==> src/rtl/cfa_pkg.sv <==
// Shared definitions for the CFA window buffer: window geometry, strobe bundle
// and the window element bit-offset helper.
package cfa_pkg;

  localparam int WIN         = 5;
  localparam int PAD_DEFAULT = 0;

  typedef struct packed {
    logic valid;
    logic in_range;
    logic line_start;
    logic frame_end;
  } strobe_t;

  // Bit offset of window element (r,c); r=0 top row, c=0 oldest column.
  function automatic int win_idx(input int r, input int c, input int data_w);
    return (r * WIN + c) * data_w;
  endfunction

endpackage

==> src/rtl/cfa_window_buffer_strobe_delay.sv <==
// Delays the generator strobes by the frame-memory read latency so that they
// line up with rdata.
module cfa_strobe_delay
  import cfa_pkg::*;
#(
  parameter int RD_LAT = 1
) (
  input  logic    clk,
  input  logic    rst,
  input  strobe_t d,
  output strobe_t q
);

  strobe_t stage [RD_LAT];

  // Shifts every cycle, independent of samp_valid, to track memory latency.
  always_ff @(posedge clk) begin
    if (rst) begin
      for (int i = 0; i < RD_LAT; i++) stage[i] <= '0;
    end else begin
      stage[0] <= d;
      for (int i = 1; i < RD_LAT; i++) stage[i] <= stage[i-1];
    end
  end

  assign q = stage[RD_LAT-1];

endmodule

==> src/rtl/cfa_window_buffer.sv <==
// 5x5 neighbourhood assembler: aligns the column-major sample stream with
// memory read data, pads out-of-frame samples and shifts columns into a window.
module cfa_window_buffer
  import cfa_pkg::*;
#(
  parameter int                DATA_W = 8,
  parameter int                ROW_W  = 11,
  parameter int                COL_W  = 11,
  parameter int                RD_LAT = 1,
  parameter logic [DATA_W-1:0] PAD    = DATA_W'(PAD_DEFAULT)
) (
  input  logic                      clk,
  input  logic                      rst,
  input  logic                      samp_valid,
  input  logic                      samp_in_range,
  input  logic                      line_start,
  input  logic                      frame_end,
  input  logic [DATA_W-1:0]         rdata,
  output logic [WIN*WIN*DATA_W-1:0] win_data,
  output logic                      win_valid,
  output logic [ROW_W-1:0]          win_row,
  output logic [COL_W-1:0]          win_col,
  output logic                      frame_done,
  output logic                      err_sync
);

  strobe_t s_in;
  strobe_t s_d;

  assign s_in = '{valid: samp_valid, in_range: samp_in_range,
                  line_start: line_start, frame_end: frame_end};

  cfa_strobe_delay #(.RD_LAT(RD_LAT)) u_strobe_delay (
    .clk (clk),
    .rst (rst),
    .d   (s_in),
    .q   (s_d)
  );

  logic [DATA_W-1:0] win     [WIN][WIN];
  logic [DATA_W-1:0] col_reg [WIN-1];
  logic [2:0]        k;
  logic [2:0]        fill;
  logic              first_line;

  logic [2:0]        k_eff;
  logic [2:0]        fill_eff;
  logic [2:0]        fill_nxt;
  logic [DATA_W-1:0] samp;
  logic              col_done;

  // line_start realigns the sample counter and restarts the fill for this sample.
  always_comb begin
    k_eff    = s_d.line_start ? 3'd0 : k;
    fill_eff = s_d.line_start ? 3'd0 : fill;
    fill_nxt = (fill_eff == 3'(WIN)) ? fill_eff : fill_eff + 3'd1;
    samp     = s_d.in_range ? rdata : PAD;
    col_done = s_d.valid && (k_eff == 3'(WIN-1));
  end

  always_ff @(posedge clk) begin
    if (rst) begin
      for (int r = 0; r < WIN; r++)
        for (int c = 0; c < WIN; c++) win[r][c] <= '0;
      for (int r = 0; r < WIN-1; r++) col_reg[r] <= '0;
      k          <= '0;
      fill       <= '0;
      first_line <= 1'b1;
      win_row    <= '0;
      win_col    <= '0;
      win_valid  <= 1'b0;
      frame_done <= 1'b0;
      err_sync   <= 1'b0;
    end else begin
      win_valid  <= 1'b0;
      frame_done <= 1'b0;
      if (s_d.valid) begin
        if (s_d.line_start) begin
          if (k != 3'd0) err_sync <= 1'b1;
          win_row    <= first_line ? '0 : win_row + 1'b1;
          first_line <= 1'b0;
        end
        if (col_done) begin
          for (int r = 0; r < WIN; r++)
            for (int c = 0; c < WIN-1; c++) win[r][c] <= win[r][c+1];
          for (int r = 0; r < WIN-1; r++) win[r][WIN-1] <= col_reg[r];
          win[WIN-1][WIN-1] <= samp;
          k    <= 3'd0;
          fill <= fill_nxt;
          if (fill_nxt == 3'(WIN)) begin
            win_valid <= 1'b1;
            win_col   <= (fill_eff == 3'(WIN)) ? win_col + 1'b1 : '0;
          end
        end else begin
          col_reg[k_eff[1:0]] <= samp;
          k    <= k_eff + 3'd1;
          fill <= fill_eff;
        end
        // Applied after line_start so a same-sample frame end re-arms first_line.
        if (s_d.frame_end) begin
          if (k_eff != 3'(WIN-1)) err_sync <= 1'b1;
          frame_done <= 1'b1;
          first_line <= 1'b1;
        end
      end
    end
  end

  for (genvar r = 0; r < WIN; r++) begin : g_row
    for (genvar c = 0; c < WIN; c++) begin : g_col
      assign win_data[win_idx(r, c, DATA_W) +: DATA_W] = win[r][c];
    end
  end

endmodule
==> config.mk <==
export PLATFORM = sky130hd
export DESIGN_NAME = cfa_window_buffer
export DESIGN_NICKNAME = d
export VERILOG_FILES = /design/src/rtl/cfa_pkg.sv /design/src/rtl/cfa_window_buffer_strobe_delay.sv /design/src/rtl/cfa_window_buffer.sv
export SDC_FILE = /design/constraint.sdc
export NUM_CORES = 1
export LEC_CHECK = 0
export CAP_MARGIN = 20
export CORE_MARGIN = 8
export CORE_UTILIZATION = 45
export CTS_CLUSTER_SIZE = 12
export DETAILED_ROUTE_END_ITERATION = 16
export PLACE_DENSITY = 0.77
export SLEW_MARGIN = 40
export SYNTH_ARGS = -nofsm -noshare
export SYNTH_HDL_FRONTEND = slang
export SYNTH_SLANG_ARGS = --single-unit
==> constraint.sdc <==
create_clock -name clk -period 25.5 [get_ports clk]
set_clock_uncertainty 0.05 [all_clocks]
set_input_delay 5.1 -clock clk [delete_from_list [all_inputs] [get_ports clk]]
set_output_delay 5.1 -clock clk [all_outputs]
set_load 0.01 [all_outputs]
==> results by group <==
Global routing
  • Vias in the first global route: 6,445
  • Tot GR Track Use: 16.1%
  • First-pass GRT wire length: 36,300 um
  • Grt ovf: 0
  • Largest net degree at the start of global routing: 114
  • Initial antenna violation count: 0

Layout
  • Most frequent cells in the layout: clkdlybuf4s50_1, edfxtp_1, and3_1
  • Share of layout cells above drive strength 1: 5.08%
  • Nets: 967
  • Finished layout cell area: 0.0138 mm^2
  • N_diodes: 0
  • Max reg flops: 200
  • Area Overhead vs Synth: 33.4%
  • Most common cell after layout, fill and taps aside: clkdlybuf4s50_1
  • Fill cells: 1,670

Yosys
  • Syn_nets: 750
  • Synth warn: 0
  • Gate Count Post-Synth: 730
  • Post-synth EDFFs: 232
  • Syn Std Cell Area: 0.0103 mm^2
  • Post-synthesis sequential area ratio: 74.3%
  • Mean Syn Cell Area: 14.2 um^2
  • Cell taking the most area after synthesis: edfxtp_1
  • Yosys reg bits: 268
  • Top post-synthesis cells by area: edfxtp_1, and3_1, dfxtp_1
  • Asr flop ratio synth: 0%
  • Synth top area share: 67.3%
  • Yosys cell types: 44
  • Main synth FF type: edfxtp_1

Power
  • Flop pwr share: 54.1%
  • Overall Power: 917 uW
  • Pwr dens: 66.4 mW/mm^2
  • Internal: 728 uW
  • Combinational share of power: 5.3%
  • Sw frac: 20.6%
  • P_sw: 189 uW
  • Cell leakage power: 0.00559 uW
  • Clock share of power: 40.6%
  • Maximum VDD drop: 0.0429 mV

Route
  • Post-route DRC violation count: 0
  • Via count: 6,649
  • DRT iter0 DRCs: 558
  • Routed wire length: 24,000 um
  • DR vias/cell: 5.32
  • Post-route ant nets: 0
  • WL/cell: 19.2 um
  • Initial DRT Pass Iterations: 5

Timing
  • Setup ws final: 17,740 ps
  • Max_slew headroom: 46.0%
  • Worst-margin pin slew: 810 ps
  • Final worst path period need: 7760 ps
  • Pins Over Slew Limit: 0
  • Final hold vios: 0
  • # setup viols final: 0
  • Tcrit/Tclk final: 30.4%
  • RSZ-0062 raised after global routing: false
  • Setup TNS: 0 ps
  • Max Fclk: 0.129 GHz

Setup path
  • Critical Path Max Stage Delay: 690 ps
  • Critical Path Source: rst
  • Levels on crit path: 6
  • Critical path class: input port to flip-flop
  • RR Startpoint: u_strobe_delay.stage[0][1]
  • Critical Path AT: 7900 ps
  • Startpoint class of the critical path: input port
  • Cells on worst reg2reg path: 6
  • Crit Path Max Fanout: 113
  • Critical-path top delay cell: clkdlybuf4s50_1
  • Setup crit end kind: flip-flop
  • Delay-heaviest family, CP: buffers and inverters
  • Buffers and inverters on the worst path: 3
  • Worst EP required: 25,640 ps
  • CP cell instances: clkdlybuf4s50_1 > nor2b_4 > buf_4 > buf_6 > nand4_1 > nand2_1

Hold path
  • Min-delay src: fill[1]
  • Hold Path Class: flip-flop to flip-flop
  • Hold depth: 1

Clocking
  • Clk root buf: clkbuf_16
  • Clk Latency, worst-skew pair: 530 ps
  • Post-CTS Setup Bufs: 0
  • Clock buffer depth: 3
  • Num CTS Buffers: 28
  • CTS tree: built
  • H-tree depth: 1
  • Hold_buf cts: 0
  • Clk pin slew, worst setup/hold paths: 50 ps
  • Post-cts resize count: 0
  • Sink Count: 268

Floorplanning
  • Die H: 168 um
  • Initial Utilization: 45.7%
  • Die boundary width: 168 um
  • IO Count: 239
  • Core area: 0.0226 mm^2
  • Cell row count: 55
  • Die footprint: 0.0281 mm^2

Place
  • Routability cong.: 0.845
  • Dpl ws: 16,950 ps
  • PortBufs: 238
  • Detail Placement HPWL: 15,900 um
  • Placement Cell Area: 0.0130 mm^2

Status
  • Outcome: finished clean

Job
  • Max Cap Violations: 0
==> synthesized netlist by cell type (2+ instances only) <==
master,instances
inv_1,6
nand2b_1,5
buf_2,3
and3_1,196
edfxtp_1,232
nand4_1,8
o41ai_1,2
a21oi_1,21
o31ai_1,8
o21ai_0,10
buf_6,2
nor2b_1,7
nand3_1,8
or4_1,6
dfxtp_1,36
or4b_1,3
xnor2_1,3
nand2_1,31
ha_1,6
nor3_1,3
and2_1,2
xor2_1,5
nor2_1,51
or3_1,5
clkbuf_1,51
and4_1,2
==> kinds of logic after synthesis <==
family	Yosys count	share of synthesized area, %
AOI/OAI and AO/OA	52	3.35
xor gates and xnor gates	8	0.677
adders and majority gates	6	0.725
buffers and inverters	63	2.47
DFF	268	74.3
and+or+nand+nor	333	18.5
==> worst paths after layout <==
kind | endpoint | slack [ps]
worst max register to register | win[0][112] | 22250
worst min register to register | fill[1] | 440
worst min-delay path | fill[1] | 440
worst max-delay path | col_reg[0][3] | 17740
==> power by group through the flow <==
stage               Sequential [uW]  Combinational (uW)  Clock, uW
finish                          496                48.8        372
global route                    498                51.5        395
CTS                             496                49.4        380
detailed placement              505                49.4          0
global placement                505                48.3          0
floorplan                       518                12.2          0
==> layout make-up <==
class / instances / area (um^2) / area share, %
Clock buffer: 39 / 797 / 5.77
Clock inverter: 8 / 46.3 / 0.335
Inverter: 6 / 22.5 / 0.163
Multi-Input combinational cell: 399 / 2430 / 17.6
Sequential cell: 268 / 7690 / 55.7
Tap cell: 285 / 357 / 2.58
Timing Repair Buffer: 244 / 2470 / 17.9
==> routing by layer <==
layer,global-route usage (%),wire length [um],up-vias
met4,5.12,600,0
met5,0,0,-
met1,18.6,9680,3210
met3,4.23,1640,38
li1,-,-,3171
met2,29.0,12100,230
==> per-stage QoR <==
stage / cells / util (%) / hold slack, ps
3_3_place_gp: 1200 / 57.1 / 417
6_report: 1249 / 61.0 / 436
2_1_floorplan: 730 / - / 388
4_1_cts: 1249 / 61.0 / 432
5_1_grt: 1249 / 61.0 / 455
3_5_place_dp: 1202 / 57.2 / 416
Power figures use the tool's default switching activity.
